**src/rtl/rv_skid_buffer.sv**
```systemverilog
// Two-entry ready/valid register slice: output register plus one skid register, all handshakes registered.
// Optional RV_SKID_BUFFER_STALL_CNT_EN adds a saturating 16-bit stall_cnt output.
module rv_skid_buffer #(
    parameter int DATA_WIDTH  = 16,
    parameter int DATA2_WIDTH = 13
) (
    input  logic                          clk,
    input  logic                          rst,
    input  logic [DATA_WIDTH-1:0]         in_data,
    input  logic signed [DATA2_WIDTH-1:0] in_data2,
    input  logic                          in_valid,
    output logic                          in_ready,
    output logic [DATA_WIDTH-1:0]         out_data,
    output logic signed [DATA2_WIDTH-1:0] out_data2,
    output logic                          out_valid,
    input  logic                          out_ready
`ifdef RV_SKID_BUFFER_STALL_CNT_EN
    ,
    output logic [15:0]                   stall_cnt
`endif
);

    typedef enum logic [1:0] {EMPTY, ONE, FULL} state_t;

    state_t                          state, state_d;
    logic [DATA_WIDTH-1:0]           skid_data;
    logic signed [DATA2_WIDTH-1:0]   skid_data2;
    logic                            in_xfer, out_xfer;
    logic                            load_out_in, load_out_skid, load_skid;

    assign in_xfer  = in_valid && in_ready;
    assign out_xfer = out_valid && out_ready;

    always_comb begin
        state_d       = state;
        load_out_in   = 1'b0;
        load_out_skid = 1'b0;
        load_skid     = 1'b0;
        case (state)
            EMPTY: if (in_xfer) begin
                state_d     = ONE;
                load_out_in = 1'b1;
            end
            ONE: begin
                if (in_xfer && !out_xfer) begin
                    state_d   = FULL;
                    load_skid = 1'b1;
                end else if (in_xfer && out_xfer) begin
                    load_out_in = 1'b1;
                end else if (out_xfer) begin
                    state_d = EMPTY;
                end
            end
            FULL: if (out_xfer) begin
                state_d       = ONE;
                load_out_skid = 1'b1;
            end
            default: state_d = EMPTY;
        endcase
    end

    // Handshake flags are registered from the next state so neither depends combinationally on the peer.
    always_ff @(posedge clk) begin
        if (rst) begin
            state      <= EMPTY;
            in_ready   <= 1'b0;
            out_valid  <= 1'b0;
            out_data   <= '0;
            out_data2  <= '0;
            skid_data  <= '0;
            skid_data2 <= '0;
        end else begin
            state     <= state_d;
            in_ready  <= (state_d != FULL);
            out_valid <= (state_d != EMPTY);
            if (load_out_in) begin
                out_data  <= in_data;
                out_data2 <= in_data2;
            end else if (load_out_skid) begin
                out_data  <= skid_data;
                out_data2 <= skid_data2;
            end
            if (load_skid) begin
                skid_data  <= in_data;
                skid_data2 <= in_data2;
            end
        end
    end

`ifdef RV_SKID_BUFFER_STALL_CNT_EN
    always_ff @(posedge clk) begin
        if (rst)
            stall_cnt <= '0;
        else if (out_valid && !out_ready && stall_cnt != 16'hFFFF)
            stall_cnt <= stall_cnt + 16'd1;
    end
`endif

endmodule

```
**config.mk**
```make
export PLATFORM = sky130hd
export DESIGN_NAME = rv_skid_buffer
export DESIGN_NICKNAME = d
export VERILOG_FILES = /design/src/rtl/rv_skid_buffer.sv
export SDC_FILE = /design/constraint.sdc
export NUM_CORES = 1
export LEC_CHECK = 0
export CAP_MARGIN = 25
export CORE_UTILIZATION = 42
export CTS_CLUSTER_SIZE = 24
export DETAILED_ROUTE_END_ITERATION = 8
export PLACE_DENSITY = 0.68
export SKIP_LAST_GASP = 1
export SLEW_MARGIN = 0
export SYNTH_ARGS = -nofsm -noshare
export SYNTH_HDL_FRONTEND = slang
export SYNTH_SLANG_ARGS = --single-unit
```
**constraint.sdc**
```tcl
create_clock -name clk -period 3.1 [get_ports clk]
set_input_delay 0.93 -clock clk [delete_from_list [all_inputs] [get_ports clk]]
set_output_delay 0.93 -clock clk [all_outputs]
set_load 0.05 [all_outputs]
```
==> impl_metrics.env, run 1 <==
export IMPL_clkTransAtPathRegs_ns=0.07
export IMPL_vias_per_cell=5.64
export IMPL_grt_max_degree=54
export IMPL_period_share=0.836
export IMPL_hold_ws_ns=0.465
export IMPL_clock_latency_ns=0.35
export IMPL_cp_slowest_cell="clkdlybuf4s50_1"
export IMPL_yosysTopAreaCell="dfxtp_1"
export IMPL_netlist_instances=319
export IMPL_area_growth_pct=31.8
export IMPL_share_seq_of_total_power=0.431
export IMPL_design_power_total_mw=2.02
export IMPL_first_iter_violations=118
export IMPL_routedWlPerCell_microns=15.8
export IMPL_drive_above_1_share=0.127
export IMPL_ys_seq_elements=62
export IMPL_fillers=583
export IMPL_combPwrFrac=0.209
export IMPL_clock_skew_ns=0.0105
export IMPL_path_class="reg -> out"
export IMPL_syn_nets=352
export IMPL_r2r_cells=4
export IMPL_drc=0
export IMPL_p_switching_mw=0.610
export IMPL_crit_fanout=6
export IMPL_arrival_ns=1.66
export IMPL_period_needed_ns=2.59
export IMPL_crit_path_cell_trace="clkdlybuf4s50_1"
export IMPL_p_per_area_nw_per_um2=563
export IMPL_busiest_layer="met2"
export IMPL_endpoint_kind="output pin"
export IMPL_yosysSeqAreaShare=0.456
export IMPL_crit_required_ns=2.17
export IMPL_grtUsageMet3=0.0604
export IMPL_min_from="skid_data[4]$_SDFFE_PP0P_"
export IMPL_worst_pin_slew_ns=0.535
export IMPL_synthTopCellsByArea="dfxtp_1 46%, nand2_1 8.4%, a311oi_2 8.3%, a21oi_1 5.7%, o21ai_0 5.7%"
export IMPL_crit_family="buffers and inverters"
export IMPL_p_leak_nw=1.17
export IMPL_grt_pass1_wl_microns=11600
export IMPL_switching_share=0.302
export IMPL_vdd_drop_max_mv=0.262
export IMPL_cap_violations=0
export IMPL_fin_nets=406
export IMPL_maxSlewViolCount=0
export IMPL_hpwl_microns=4570
export IMPL_grt_overflow=0
export IMPL_vias=2557
export IMPL_postSynthAreaPerCell_sq_um=8.53
export IMPL_use_met2=0.372
export IMPL_cts_hold_fix_buffers=0
export IMPL_tns_ns=0
export IMPL_yosys_warnings=0
export IMPL_postCtsSetupRepairBufs=0
export IMPL_critPathLaunchType="register"
export IMPL_initial_core_util=0.446
export IMPL_worstReg2RegStart="state[1]$_SDFF_PP0_"
export IMPL_slew_headroom=0.644
export IMPL_die_area_sq_um=6810
export IMPL_clock_sinks=62
export IMPL_internal_power_mw=1.41
export IMPL_cts_root_buf="clkbuf_8"
export IMPL_hold_viol=0
export IMPL_num_io_pins=64
export IMPL_core_sq_um=6100
export IMPL_clock_tree_buffer_depth=2
export IMPL_worstHoldPathCells=2
export IMPL_max_stage_delay_ns=0.85
export IMPL_power_frac_clock=0.361
export IMPL_grt_usage=0.233
export IMPL_cp_num_buf_inv=1
export IMPL_rows=28
export IMPL_grt_pass1_vias=2407
export IMPL_synth_top_area_frac=0.456
export IMPL_post_cts_resized=0
export IMPL_met1_usage=0.299
export IMPL_drt_wl_total_microns=7160
export IMPL_cts_max_level=3
export IMPL_ys_types=25
export IMPL_hp_class="reg -> reg"
export IMPL_synth_area_sq_um=2720
export IMPL_critPathLaunch="out_valid$_SDFF_PP0_"
export IMPL_first_pass_iters=5
export IMPL_diodes=0
export IMPL_die_width_microns=82.5
export IMPL_rsz0062_at_grt="no"
export IMPL_die_h_microns=82.5
export IMPL_cp_depth=1
export IMPL_setup_viol=0
export IMPL_port_buffers=63
export IMPL_cts_tree="done"
export IMPL_cts_buffers=9
export IMPL_status="completed"
export IMPL_clock_fmax_mhz=386
export IMPL_globalplace_congestion=0.776
export IMPL_detail_route_antenna_nets=0
export IMPL_antenna_found_initial=0
-- synth_stat cells --
master,count
nand2b_1,1
buf_1,1
nand3_1,29
dfxtp_1,62
a21o_1,1
a311oi_2,15
buf_4,9
a21oi_1,31
nor3_1,29
nand3b_2,1
buf_2,7
and3b_1,2
and4b_1,1
nand4_1,1
nor3b_1,1
inv_1,1
nand4b_1,1
nor4bb_1,1
a21bo_2,1
a21boi_2,1
clkbuf_1,14
nand2_1,61
o21ai_0,31
a311oi_1,14
buf_6,3
-- through the flow --
step,setup WS [ns],utilization,instance area (sq um),cells
finish,0.507,0.588,3590,453
floorplan,1.34,-,2720,319
global placement,0.551,0.555,3390,437
CTS,0.499,0.588,3590,453
detailed placement,0.523,0.555,3390,437
global route,0.466,0.588,3590,453
-- worst min-delay path: cells and delay by family (launching register included) --
kind / cells / cell delay [ns]
AOI/OAI and AO/OA: 1 / 0.07
DFF: 1 / 0.30
and+or+nand+nor: 1 / 0.05
-- sequential cells by signal, summed over array words and instances (netlist names) --
signal,count
out_data,16
out_data2,13
skid_data,16
in_ready,1
skid_data2,13
out_valid,1
state,2
-- layer usage --
metal | wire [microns] | up-vias
met1 | 3210 | 1206
met2 | 3420 | 78
met4 | 78 | 0
li1 | - | 1266
met5 | 0 | -
met3 | 442 | 7
-- power by group through the flow --
stage	Combinational [mW]	Sequential (mW)	Clock [mW]
6_report	0.421	0.870	0.728
5_1_grt	0.452	0.875	0.777
4_1_cts	0.423	0.870	0.741
3_5_place_dp	0.421	0.888	0
3_3_place_gp	0.418	0.888	0
2_1_floorplan	0.153	1.00	0
-- worst paths after layout --
| path | end | slack [ns] |
|---|---|---|
| setup / recovery | out_valid | 0.51 |
| hold reg to reg | out_data[4]$_SDFFE_PP0P_ | 0.46 |
| setup reg to reg | out_data2[2]$_SDFFE_PP0P_ | 1.52 |
| hold / removal | out_data[4]$_SDFFE_PP0P_ | 0.46 |
-- kinds of logic after synthesis --
group           share of synthesized area
flops                               0.456
compound gates                      0.252
buf+inv                            0.0722
simple gates                        0.219
-- area by class of cell --
| cell class | instances | area [sq um] | share of cell area |
|---|---|---|---|
| Inverter | 1 | 3.75 | 0.00105 |
| Clock inverter | 4 | 45.0 | 0.0126 |
| Multi-Input combinational cell | 222 | 1290 | 0.360 |
| Sequential cell | 62 | 1240 | 0.346 |
| Tap cell | 75 | 93.8 | 0.0262 |
| Timing Repair Buffer | 77 | 756 | 0.211 |
| Clock buffer | 12 | 155 | 0.0433 |
-- cells in the final DEF (no fill, tap or decap), types with 3 or more instances in the layout --
master / instances
buf_4: 12
clkinv_2: 3
a21oi_1: 31
o21ai_0: 31
a311oi_2: 15
clkbuf_8: 11
nor3_1: 29
a311oi_1: 14
nand3_1: 29
clkdlybuf4s50_1: 62
nand2_1: 61
dfxtp_1: 62
Note: power is estimated with default switching activity, not from simulation.
==> run 2, diff against run 1 <==
- PLACE_DENSITY: 0.68 -> 0.71
- clock period: 3.1 -> 2.2 ns (I/O delays scaled with it)
==> impl_metrics.env, run 2 (synthesis gave the netlist of run 1 again) <==
export IMPL_final_cell_mix="62 x dfxtp_1, 61 x nand2_1, 56 x clkdlybuf4s50_1"
export IMPL_rsz0062_at_grt="no"
export IMPL_die_h_microns=82.5
export IMPL_die_width_microns=82.5
export IMPL_fin_cells=454
export IMPL_power_frac_clock=0.319
export IMPL_vias_per_cell=5.69
export IMPL_initial_core_util=0.446
export IMPL_drive_above_1_share=0.140
export IMPL_worst_pin_slew_ns=0.510
export IMPL_slew_headroom=0.659
export IMPL_grt_overflow=0
export IMPL_period_share=0.977
export IMPL_cap_violations=0
export IMPL_layout_commonest_cell="dfxtp_1"
export IMPL_detail_route_antenna_nets=0
export IMPL_core_sq_um=6100
export IMPL_clock_sinks=62
export IMPL_combPwrFrac=0.227
export IMPL_tns_ns=0
export IMPL_cp_depth=1
export IMPL_hold_ws_ns=0.472
export IMPL_clock_latency_ns=0.33
export IMPL_grt_usage=0.223
export IMPL_critPathLaunch="out_data2[3]$_SDFFE_PP0P_"
export IMPL_clock_fmax_mhz=465
export IMPL_clock_tree_buffer_depth=2
export IMPL_design_area_sq_um=3640
export IMPL_p_switching_mw=0.824
export IMPL_antenna_found_initial=0
export IMPL_placed_area_sq_um=3470
export IMPL_num_io_pins=64
export IMPL_cp_num_buf_inv=1
export IMPL_regToRegEndpoint="out_data2[11]$_SDFFE_PP0P_"
export IMPL_die_area_sq_um=6810
export IMPL_cp_slowest_cell="clkdlybuf4s50_1"
export IMPL_worstReg2RegStart="out_valid$_SDFF_PP0_"
export IMPL_cts_root_buf="clkbuf_8"
export IMPL_switching_share=0.306
export IMPL_first_pass_iters=4
export IMPL_arrival_ns=1.49
export IMPL_hp_class="reg -> reg"
export IMPL_vias=2581
export IMPL_clkTransAtPathRegs_ns=0.07
export IMPL_grt_pass1_vias=2423
export IMPL_cts_buffers=9
export IMPL_r2r_cells=4
export IMPL_critPathLaunchType="register"
export IMPL_drc=0
export IMPL_fin_nets=410
export IMPL_maxSlewViolCount=0
export IMPL_design_power_total_mw=2.70
export IMPL_postCtsSetupRepairBufs=0
export IMPL_reg2reg_setup_slack_ns=0.81
export IMPL_hpwl_microns=4390
export IMPL_first_iter_violations=193
export IMPL_routedWlPerCell_microns=15.2
export IMPL_clock_skew_ns=0.00891
export IMPL_setup_viol=0
export IMPL_drt_wl_total_microns=6890
export IMPL_top_regs="out_data x16, skid_data x16"
export IMPL_endpoint_kind="output pin"
export IMPL_p_per_area_nw_per_um2=741
export IMPL_place_inst=441
export IMPL_cts_tree="done"
export IMPL_status="completed"
export IMPL_period_needed_ns=2.15
export IMPL_crit_fanout=2
export IMPL_rows=28
export IMPL_share_seq_of_total_power=0.454
export IMPL_globalplace_congestion=0.748
export IMPL_area_growth_pct=33.7
export IMPL_crit_path_cell_trace="clkdlybuf4s50_1"
export IMPL_endpoint="out_data2[3]"
export IMPL_vdd_drop_max_mv=0.529
export IMPL_grt_max_degree=40
export IMPL_grt_pass1_wl_microns=11500
export IMPL_cts_max_level=3
export IMPL_crit_required_ns=1.54
export IMPL_p_leak_nw=1.26
export IMPL_path_class="reg -> out"
export IMPL_fillers=549
export IMPL_max_stage_delay_ns=0.81
export IMPL_diodes=0
export IMPL_crit_family="buffers and inverters"
export IMPL_port_buffers=63
export IMPL_internal_power_mw=1.87
export IMPL_hold_viol=0
-- run 2: changes by cell type in the layout (fill, tap and decap cells not counted) --
cell,delta
buf_12,+5
buf_4,+2
bufinv_16,-1
clkbuf_1,-1
clkdlybuf4s50_1,-6
clkinv_2,-1
dlymetal6s2s_1,+3
-- run 2: power groups by stage --
stage | clock, mW | combinational (mW) | sequential [mW]
4_1_cts | 0.871 | 0.614 | 1.23
5_1_grt | 0.924 | 0.651 | 1.23
6_report | 0.859 | 0.613 | 1.22
3_5_place_dp | 0 | 0.611 | 1.25
2_1_floorplan | 0 | 0.216 | 1.41
3_3_place_gp | 0 | 0.609 | 1.25
-- run 2: worst min path at each step --
stage	slack [ns]	from	to	cells after the start
6_report	0.47	skid_data[3]$_SDFFE_PP0P_	out_data[3]$_SDFFE_PP0P_	2
5_1_grt	0.50	skid_data2[4]$_SDFFE_PP0P_	skid_data2[4]$_SDFFE_PP0P_	2
4_1_cts	0.48	skid_data[0]$_SDFFE_PP0P_	skid_data[0]$_SDFFE_PP0P_	2
3_5_place_dp	0.47	skid_data[0]$_SDFFE_PP0P_	skid_data[0]$_SDFFE_PP0P_	2
3_3_place_gp	0.46	skid_data[8]$_SDFFE_PP0P_	skid_data[8]$_SDFFE_PP0P_	2
2_1_floorplan	0.45	skid_data2[0]$_SDFFE_PP0P_	skid_data2[0]$_SDFFE_PP0P_	2
-- run 2: per-layer routing --
layer	routed length, microns	part of all wire	global-route usage
met1	3120	0.45	0.286
met2	3270	0.47	0.364
met3	474	0.069	0.0615
met4	27	0.0039	0.0672
met5	0	0	0
-- run 2: cell type report --
| cell class | count | area (sq um) | area share |
|---|---|---|---|
| repair buffers | 81 | 848 | 0.233 |
| clock inverters | 2 | 10.0 | 0.00275 |
| clock buffers | 11 | 151 | 0.0416 |
| inverters | 1 | 3.75 | 0.00103 |
| flip-flops and latches | 62 | 1240 | 0.341 |
| multi-input cells | 222 | 1290 | 0.355 |
| well taps | 75 | 93.8 | 0.0258 |
-- run 2: metrics by stage --
step                utilization  worst slack, ns
floorplan                     -            0.602
global placement          0.569            0.117
detailed placement        0.569           0.0628
CTS                       0.596           0.0120
global route              0.597          0.00101
finish                    0.597           0.0502
-- run 2: repair_timing --
item | in CTS | in global routing
setup endpoints to repair | 0 | 3
hold buffers | 0 | 0
resized for setup | 0 | 3
